==> src/rtl/vga_timing_pkg.sv <==
// rtl/vga_timing_pkg.sv - shared region enum, default 640x480 timing and sizing helpers for vga_timing_gen
package vga_timing_pkg;

  typedef enum logic [1:0] {
    ACT   = 2'd0,
    FRONT = 2'd1,
    SYNC  = 2'd2,
    BACK  = 2'd3
  } region_e;

  localparam int DEF_H_ACTIVE = 640;
  localparam int DEF_H_FP     = 16;
  localparam int DEF_H_SYNC   = 96;
  localparam int DEF_H_BP     = 48;
  localparam int DEF_V_ACTIVE = 480;
  localparam int DEF_V_FP     = 10;
  localparam int DEF_V_SYNC   = 2;
  localparam int DEF_V_BP     = 33;

  function automatic int axis_total(input int active, input int fp, input int sync_len,
                                    input int bp);
    return active + fp + sync_len + bp;
  endfunction

  // Counter width wide enough to hold total-1; never narrower than one bit.
  function automatic int cnt_width(input int total);
    return (total <= 2) ? 1 : $clog2(total);
  endfunction

endpackage

==> src/rtl/vga_axis_counter.sv <==
// rtl/vga_axis_counter.sv - one raster axis: wrapping position counter plus ACT/FRONT/SYNC/BACK region FSM
module vga_axis_counter
  import vga_timing_pkg::*;
#(
  parameter int  ACTIVE   = DEF_H_ACTIVE,
  parameter int  FP_LEN   = DEF_H_FP,
  parameter int  SYNC_LEN = DEF_H_SYNC,
  parameter int  BP_LEN   = DEF_H_BP,
  localparam int TOTAL    = axis_total(ACTIVE, FP_LEN, SYNC_LEN, BP_LEN),
  localparam int W        = cnt_width(TOTAL)
) (
  input  logic         clk,
  input  logic         rst,
  input  logic         adv,
  output logic [W-1:0] cnt,
  output region_e      region,
  output logic         wrap
);

  if (ACTIVE < 1 || FP_LEN < 1 || SYNC_LEN < 1 || BP_LEN < 1) begin : g_bad_len
    $error("vga_axis_counter: every region must be at least one unit wide");
  end

  localparam logic [W-1:0] LAST_ACT   = W'(ACTIVE - 1);
  localparam logic [W-1:0] LAST_FRONT = W'(ACTIVE + FP_LEN - 1);
  localparam logic [W-1:0] LAST_SYNC  = W'(ACTIVE + FP_LEN + SYNC_LEN - 1);
  localparam logic [W-1:0] LAST       = W'(TOTAL - 1);

  logic [W-1:0] cnt_q, cnt_d;
  region_e      region_q, region_d;

  always_comb begin
    cnt_d    = cnt_q;
    region_d = region_q;
    wrap     = 1'b0;
    if (adv) begin
      if (cnt_q == LAST) begin
        cnt_d = '0;
        wrap  = 1'b1;
      end else begin
        cnt_d = cnt_q + 1'b1;
      end
      // The region tracks cnt_q, so it moves on the last unit of the current region.
      case (region_q)
        ACT:     if (cnt_q == LAST_ACT)   region_d = FRONT;
        FRONT:   if (cnt_q == LAST_FRONT) region_d = SYNC;
        SYNC:    if (cnt_q == LAST_SYNC)  region_d = BACK;
        BACK:    if (cnt_q == LAST)       region_d = ACT;
        default: region_d = ACT;
      endcase
    end
  end

  always_ff @(posedge clk) begin
    if (rst) begin
      cnt_q    <= '0;
      region_q <= ACT;
    end else begin
      cnt_q    <= cnt_d;
      region_q <= region_d;
    end
  end

  assign cnt    = cnt_q;
  assign region = region_q;

endmodule

==> src/rtl/vga_timing_gen.sv <==
// rtl/vga_timing_gen.sv - VGA raster timing on a pixel-strobe clock enable; VGA_TIMING_FRAME_CNT_EN adds frame_cnt
module vga_timing_gen
  import vga_timing_pkg::*;
#(
  parameter int  H_ACTIVE = DEF_H_ACTIVE,
  parameter int  H_FP     = DEF_H_FP,
  parameter int  H_SYNC   = DEF_H_SYNC,
  parameter int  H_BP     = DEF_H_BP,
  parameter int  V_ACTIVE = DEF_V_ACTIVE,
  parameter int  V_FP     = DEF_V_FP,
  parameter int  V_SYNC   = DEF_V_SYNC,
  parameter int  V_BP     = DEF_V_BP,
  parameter bit  HS_POL   = 1'b0,
  parameter bit  VS_POL   = 1'b0,
  localparam int H_TOTAL  = axis_total(H_ACTIVE, H_FP, H_SYNC, H_BP),
  localparam int V_TOTAL  = axis_total(V_ACTIVE, V_FP, V_SYNC, V_BP),
  localparam int XW       = cnt_width(H_TOTAL),
  localparam int YW       = cnt_width(V_TOTAL)
) (
  input  logic          clk,
  input  logic          rst,
  input  logic          pix_en,
  output logic          hsync,
  output logic          vsync,
  output logic          de,
  output logic [XW-1:0] x,
  output logic [YW-1:0] y,
  output logic          line_start,
  output logic          frame_start
`ifdef VGA_TIMING_FRAME_CNT_EN
  ,
  output logic [15:0]   frame_cnt
`endif
);

  logic [XW-1:0] h_cnt;
  logic [YW-1:0] v_cnt;
  region_e       h_region, v_region;
  logic          h_wrap, v_wrap;

  vga_axis_counter #(
    .ACTIVE  (H_ACTIVE),
    .FP_LEN  (H_FP),
    .SYNC_LEN(H_SYNC),
    .BP_LEN  (H_BP)
  ) u_h_axis (
    .clk   (clk),
    .rst   (rst),
    .adv   (pix_en),
    .cnt   (h_cnt),
    .region(h_region),
    .wrap  (h_wrap)
  );

  // The vertical axis steps once per line, on the strobe that emits the last pixel.
  vga_axis_counter #(
    .ACTIVE  (V_ACTIVE),
    .FP_LEN  (V_FP),
    .SYNC_LEN(V_SYNC),
    .BP_LEN  (V_BP)
  ) u_v_axis (
    .clk   (clk),
    .rst   (rst),
    .adv   (h_wrap),
    .cnt   (v_cnt),
    .region(v_region),
    .wrap  (v_wrap)
  );

  logic          hsync_q, hsync_d;
  logic          vsync_q, vsync_d;
  logic          de_q, de_d;
  logic [XW-1:0] x_q, x_d;
  logic [YW-1:0] y_q, y_d;
  logic          line_start_q, line_start_d;
  logic          frame_start_q, frame_start_d;

  always_comb begin
    hsync_d       = hsync_q;
    vsync_d       = vsync_q;
    de_d          = de_q;
    x_d           = x_q;
    y_d           = y_q;
    line_start_d  = 1'b0;
    frame_start_d = 1'b0;
    if (pix_en) begin
      x_d           = h_cnt;
      y_d           = v_cnt;
      de_d          = (h_region == ACT) && (v_region == ACT);
      hsync_d       = (h_region == SYNC) ? HS_POL : ~HS_POL;
      vsync_d       = (v_region == SYNC) ? VS_POL : ~VS_POL;
      line_start_d  = (h_cnt == '0);
      frame_start_d = (h_cnt == '0) && (v_cnt == '0);
    end
  end

  always_ff @(posedge clk) begin
    if (rst) begin
      hsync_q       <= ~HS_POL;
      vsync_q       <= ~VS_POL;
      de_q          <= 1'b0;
      x_q           <= '0;
      y_q           <= '0;
      line_start_q  <= 1'b0;
      frame_start_q <= 1'b0;
    end else begin
      hsync_q       <= hsync_d;
      vsync_q       <= vsync_d;
      de_q          <= de_d;
      x_q           <= x_d;
      y_q           <= y_d;
      line_start_q  <= line_start_d;
      frame_start_q <= frame_start_d;
    end
  end

  assign hsync       = hsync_q;
  assign vsync       = vsync_q;
  assign de          = de_q;
  assign x           = x_q;
  assign y           = y_q;
  assign line_start  = line_start_q;
  assign frame_start = frame_start_q;

`ifdef VGA_TIMING_FRAME_CNT_EN
  logic [15:0] frame_cnt_q, frame_cnt_d;
  logic        seen_frame_q, seen_frame_d;

  // The first frame after reset is frame 0, so only later frame starts count.
  always_comb begin
    frame_cnt_d  = frame_cnt_q;
    seen_frame_d = seen_frame_q;
    if (frame_start_d) begin
      if (seen_frame_q) frame_cnt_d = frame_cnt_q + 16'd1;
      seen_frame_d = 1'b1;
    end
  end

  always_ff @(posedge clk) begin
    if (rst) begin
      frame_cnt_q  <= '0;
      seen_frame_q <= 1'b0;
    end else begin
      frame_cnt_q  <= frame_cnt_d;
      seen_frame_q <= seen_frame_d;
    end
  end

  assign frame_cnt = frame_cnt_q;
`endif

endmodule
==> config.mk <==
export PLATFORM = sky130hd
export DESIGN_NAME = vga_timing_gen
export DESIGN_NICKNAME = d
export VERILOG_FILES = /design/src/rtl/vga_timing_pkg.sv /design/src/rtl/vga_axis_counter.sv /design/src/rtl/vga_timing_gen.sv
export SDC_FILE = /design/constraint.sdc
export NUM_CORES = 1
export LEC_CHECK = 0
export CORE_ASPECT_RATIO = 0.8
export CORE_MARGIN = 5
export CORE_UTILIZATION = 50
export CTS_CLUSTER_DIAMETER = 200
export CTS_CLUSTER_SIZE = 20
export DETAILED_ROUTE_END_ITERATION = 10
export PLACE_DENSITY = 0.73
export SYNTH_ARGS = -nofsm -noshare
export SYNTH_HDL_FRONTEND = slang
export SYNTH_HIERARCHICAL = 1
export SYNTH_SLANG_ARGS = --single-unit
==> constraint.sdc <==
create_clock -name clk -period 5.5 [get_ports clk]
set_clock_uncertainty 0.1 [all_clocks]
set_input_delay 1.375 -clock clk [delete_from_list [all_inputs] [get_ports clk]]
set_output_delay 1.375 -clock clk [all_outputs]
set_load 0.01 [all_outputs]
Yosys cells after proc, flatten, opt, wreduce, memory -nomap -nowiden

Index checks and enable logic that the tools add are counted.

Input port bits: 3
Output and inout port bits: 25
Register bits after elaboration: 49

Equality and inequality tests: 22
Add/subtract/negate cells: 2
Bitwise logic cells: 1
Reduce and logical (&&, ||, !) cells: 9
Muxes and demuxes: 16

Operator list:

| operator                                                               | number |
|---|---|
| 10-bit equality test, second input constant                            | 5 |
| 10-bit by 9-bit equality test with 1-bit output, second input constant | 3 |
| 10-bit by 1-bit adder with 10-bit output, second input constant        | 2 |
| 10-bit logical NOT                                                     | 2 |
| 10-bit 2-to-1 mux                                                      | 2 |
| 2-bit 2-to-1 mux                                                       | 8 |
| 2-bit by 1-bit != test with 1-bit output, second input constant        | 8 |
| 2-bit case mux with 4 select lines                                     | 2 |
| 5-bit AND reduction                                                    | 2 |
| 2-bit equality test, second input constant                             | 4 |
| 2-bit by 1-bit equality test with 1-bit output, second input constant  | 2 |
| 2-bit logical NOT                                                      | 2 |
| 1-bit 2-to-1 mux                                                       | 4 |
| 1-bit logical AND                                                      | 2 |
| 2-bit OR reduction                                                     | 1 |
| 1-bit inverter                                                         | 1 |

Logic depth before layout (Yosys ltp)

Word-level depth: 4
Gate-level depth with buffers: 11
Depth with buffers taken out: 9

Modules after synthesis

The synthesis kept the hierarchy.

Modules (own cells, without submodules):

| module                       | times used | area an instance (um^2) | seq. area each (um^2) | cells each |
|---|---|---|---|---|
| vga_timing_gen               | 1          | 919.6                   | 500.5                 | 87 |
| vga_axis_counter at u_h_axis | 1          | 730.7                   | 240.2                 | 81 |
| vga_axis_counter at u_v_axis | 1          | 724.4                   | 240.2                 | 80 |

Least setup slack after synthesis

Ideal clock, no wire load.

Path type: input to register
From: in pix_en
To: reg u_v_axis.cnt_q[8], in the netlist u_v_axis/cnt[8]
Arrival: 2.581 ns
Required time: 5.283 ns
Stages: 9
Path slack: 2.702 ns
Path buffers: 2
Setup time: 0.117 ns
Cells stage by stage: buf_2 nand3_1 nor2_1 buf_6 nand2_1 or3_1 nor2_1 xnor2_1 nor2_1

Longest elaborated chain between the ends: 1

Ends and longest elaborated chain:

| item                 | line                   | RTL |
|---|---|---|
| start, declared      | vga_timing_gen.sv:22   | `input logic pix_en,` |
| 1-bit 2-to-1 mux     | vga_axis_counter.sv:36 | `if (adv) begin` |
| named net h_wrap     | vga_timing_gen.sv:39   | `logic h_wrap, v_wrap;` |
| end signal, assigned | vga_axis_counter.sv:59 | `cnt_q <= cnt_d;` |
| end, declared        | vga_axis_counter.sv:29 | `logic [W-1:0] cnt_q, cnt_d;` |

The timed path passes the listed nets, and every way through them passes these cells.
A chain may end at the register's enable or synchronous reset.

Worst setup path in the final report

Same ends and word-level chain as after synthesis.

==> results.sh <==
export IMPL_worst_pin_slew_ns=1.13
export IMPL_drive_gt1_share_pct=8.06
export IMPL_cts_root_buf="clkbuf_8"
export IMPL_cts_sinks=49
export IMPL_hold_viol=0
export IMPL_fin_cells=333
export IMPL_worstPathArrival_ns=3.51
export IMPL_cts_clk_slew_worst_paths_ns=0.09
export IMPL_cts_buffers=5
export IMPL_maxSlewHeadroom_pct=24.5
export IMPL_critPathKind="input port to flop"
export IMPL_fin_nets=289
export IMPL_gr_total_overflow=0
export IMPL_cts_tree="built"
export IMPL_diodes=0
export IMPL_endpoint_kind="flop"
export IMPL_fp_dieW_um=87.1
export IMPL_drc=0
export IMPL_grt_pass1_vias=1678
export IMPL_grt_antenna_before_repair=0
export IMPL_path_max_fanout=37
export IMPL_synth_compound_area_share_pct=5.48
export IMPL_syn_area_um2=2370
export IMPL_critPathLaunchType="input port"
export IMPL_slew_viol_final=0
export IMPL_grt_pass1_wl_mm=8.18
export IMPL_avgSynthCellArea_um2=9.58
export IMPL_status="finished, final reports clean"
export IMPL_yosysWarnings=6
export IMPL_synth_top_family_by_area="simple AND/OR/NAND/NOR gates"
export IMPL_io_buffers=27
export IMPL_route_detailed_wl_per_inst_um=14.1
export IMPL_yosysSeqAreaShare_pct=41.3
export IMPL_synth_xor_area_share_pct=6.64
export IMPL_routed_wl_mm=4.69
export IMPL_dp_cells=325
export IMPL_grt_usage_pct=16.4
export IMPL_fin_crit_ns=3.40
export IMPL_place_gp_congestion=0.900
export IMPL_avgViaCountPerCell=5.20
export IMPL_syn_inst=248
export IMPL_synth_simple_gate_area_share_pct=24.1
export IMPL_dieHeight_um=71.6
export IMPL_core_um2=4600
export IMPL_rsz0062_at_grt="false"
export IMPL_dp_hpwl_mm=3.22
export IMPL_max_vdd_ir_drop_v=0.000154
export IMPL_cp_required_ns=5.60
export IMPL_first_iter_violations=146
export IMPL_clkLatencyLatePin_ns=0.31
export IMPL_die_area_um2=6240
export IMPL_synth_seq_cells=49
export IMPL_cts_buffer_depth=2
export IMPL_synthDistinctLibCells=49
export IMPL_maxCapViolCount=0
export IMPL_yosys_most_used_dff="dfxtp_1"
export IMPL_synth_fa_ha_area_share_pct=7.38
export IMPL_rows=22
export IMPL_max_freq_mhz=294
export IMPL_cts_max_level=2
export IMPL_area_delta_synth_final_pct=16.7
export IMPL_first_pass_iters=4
export IMPL_synth_mux_area_share_pct=10.5
export IMPL_p_leak_nw=1.05
export IMPL_synth_edf_count=0
export IMPL_cts_setup_buffers=0
export IMPL_cts_resized=0
export IMPL_io_pins=28
export IMPL_hp_class="flop to flop"
export IMPL_setup_tns_ns=0
export IMPL_hold_buffers=0
export IMPL_synth_fp_nets=265
export IMPL_start_util_pct=51.7
export IMPL_ys_async_sr_fraction_pct=0
export IMPL_grt_start_max_net_pins=38
export IMPL_setup_violations=0
export IMPL_finalCritPeriodShare_pct=61.8
export IMPL_power_per_cell_area_nw_per_um2=239
export IMPL_ant_nets=0
export IMPL_vias=1732
per-stage QoR:
stage          util (%)  power, mW  instance area (um^2)  hold slack, ns  worst slack [ns]
6_report           60.3      0.661                  2770           0.393              2.10
5_1_grt            60.3      0.687                  2770           0.436              1.85
4_1_cts            60.3      0.666                  2770           0.400              2.09
3_5_place_dp       57.7      0.399                  2650           0.380              1.76
3_3_place_gp       57.7      0.399                  2650           0.367              1.78
2_1_floorplan         -      0.390                  2370           0.381              2.70
cell families (layout without fill, tap and decap cells):
logic type	count (synthesis)	count (layout)
AND/OR/NAND/NOR	106	106
buffers and inverters	22	47
XOR/XNOR	18	18
multiplexers	25	25
adder cells (fa/ha/maj)	14	14
AO/OA/AOI/OAI	14	14
flip-flops	49	49
worst paths after layout:
kind,start,end,slack [ns],depth (start not counted)
worst max-delay path,pix_en,u_v_axis/cnt[8]$_SDFFE_PP0P_,2.10,8
worst min register to register,vsync$_SDFFE_PP1P_,vsync$_SDFFE_PP1P_,0.39,2
worst max register to register,u_h_axis/cnt[0]$_SDFFE_PP0P_,u_v_axis/cnt[8]$_SDFFE_PP0P_,2.93,9
worst min-delay path,vsync$_SDFFE_PP1P_,vsync$_SDFFE_PP1P_,0.39,2
cell type report:
class	instances	area, um^2
Timing Repair Buffer	27	265
Sequential cell	49	981
Fill cell	411	1830
Clock inverter	2	37.5
Multi-Input combinational cell	177	1280
Clock buffer	6	82.6
Tap cell	60	75.1
Inverter	12	45.0
critical path, stage by stage:
cell and delay, ns:
buf_2 0.64, nand3_1 0.20, nor2_1 0.46, nand2_1 0.15, or3_1 0.36, nor2_1 0.14
xnor2_1 0.12, nor2_1 0.05
flip-flops by register name (all words and copies together) (netlist names):
register and flops:
de 1, frame_start 1, hsync 1, line_start 1, u_h_axis/cnt 10, u_h_axis/region 2
u_v_axis/cnt 10, u_v_axis/region 2, vsync 1, x 10, y 10
cells in the final DEF, fill, tap and decap left out, types with 4 or more instances in the layout:
cell | synthesis | layout
inv_1 | 12 | 12
nand4_1 | 8 | 8
xor2_1 | 11 | 11
mux2i_1 | 25 | 25
dfxtp_1 | 49 | 49
ha_1 | 14 | 14
and3_1 | 4 | 4
nand3_1 | 7 | 7
nor2_1 | 46 | 46
nand2b_1 | 5 | 5
clkdlybuf4s50_1 | 0 | 26
nand2_1 | 8 | 8
xnor2_1 | 7 | 7
nor4_1 | 4 | 4
clkbuf_8 | 0 | 6
synth_stat cells (4+ instances only):
cell type / n / area [um^2]
nor2_1: 46 / 173
xnor2_1: 7 / 61.3
nand4_1: 8 / 50.1
xor2_1: 11 / 96.3
nor4_1: 4 / 25.0
dfxtp_1: 49 / 981
and3_1: 4 / 25.0
nand3_1: 7 / 35.0
nand2b_1: 5 / 31.3
buf_4: 4 / 30.0
inv_1: 12 / 45.0
mux2i_1: 25 / 250
nand2_1: 8 / 30.0
ha_1: 14 / 175
power breakdown:
| group | switching [mW] | internal [mW] |
|---|---|---|
| Sequential | 0.00325 | 0.358 |
| Clock | 0.123 | 0.148 |
| Combinational | 0.0160 | 0.0133 |
| Total | 0.142 | 0.519 |
per-layer routing:
layer  wire, um  track usage (%)  part of all wire [%]
met5          0                0                     0
met3        301             3.91                   6.4
met4         79             6.23                   1.7
met1       2460             25.2                    53
met2       1840             21.7                    39
No activity file was read; power rests on OpenSTA's default activity.
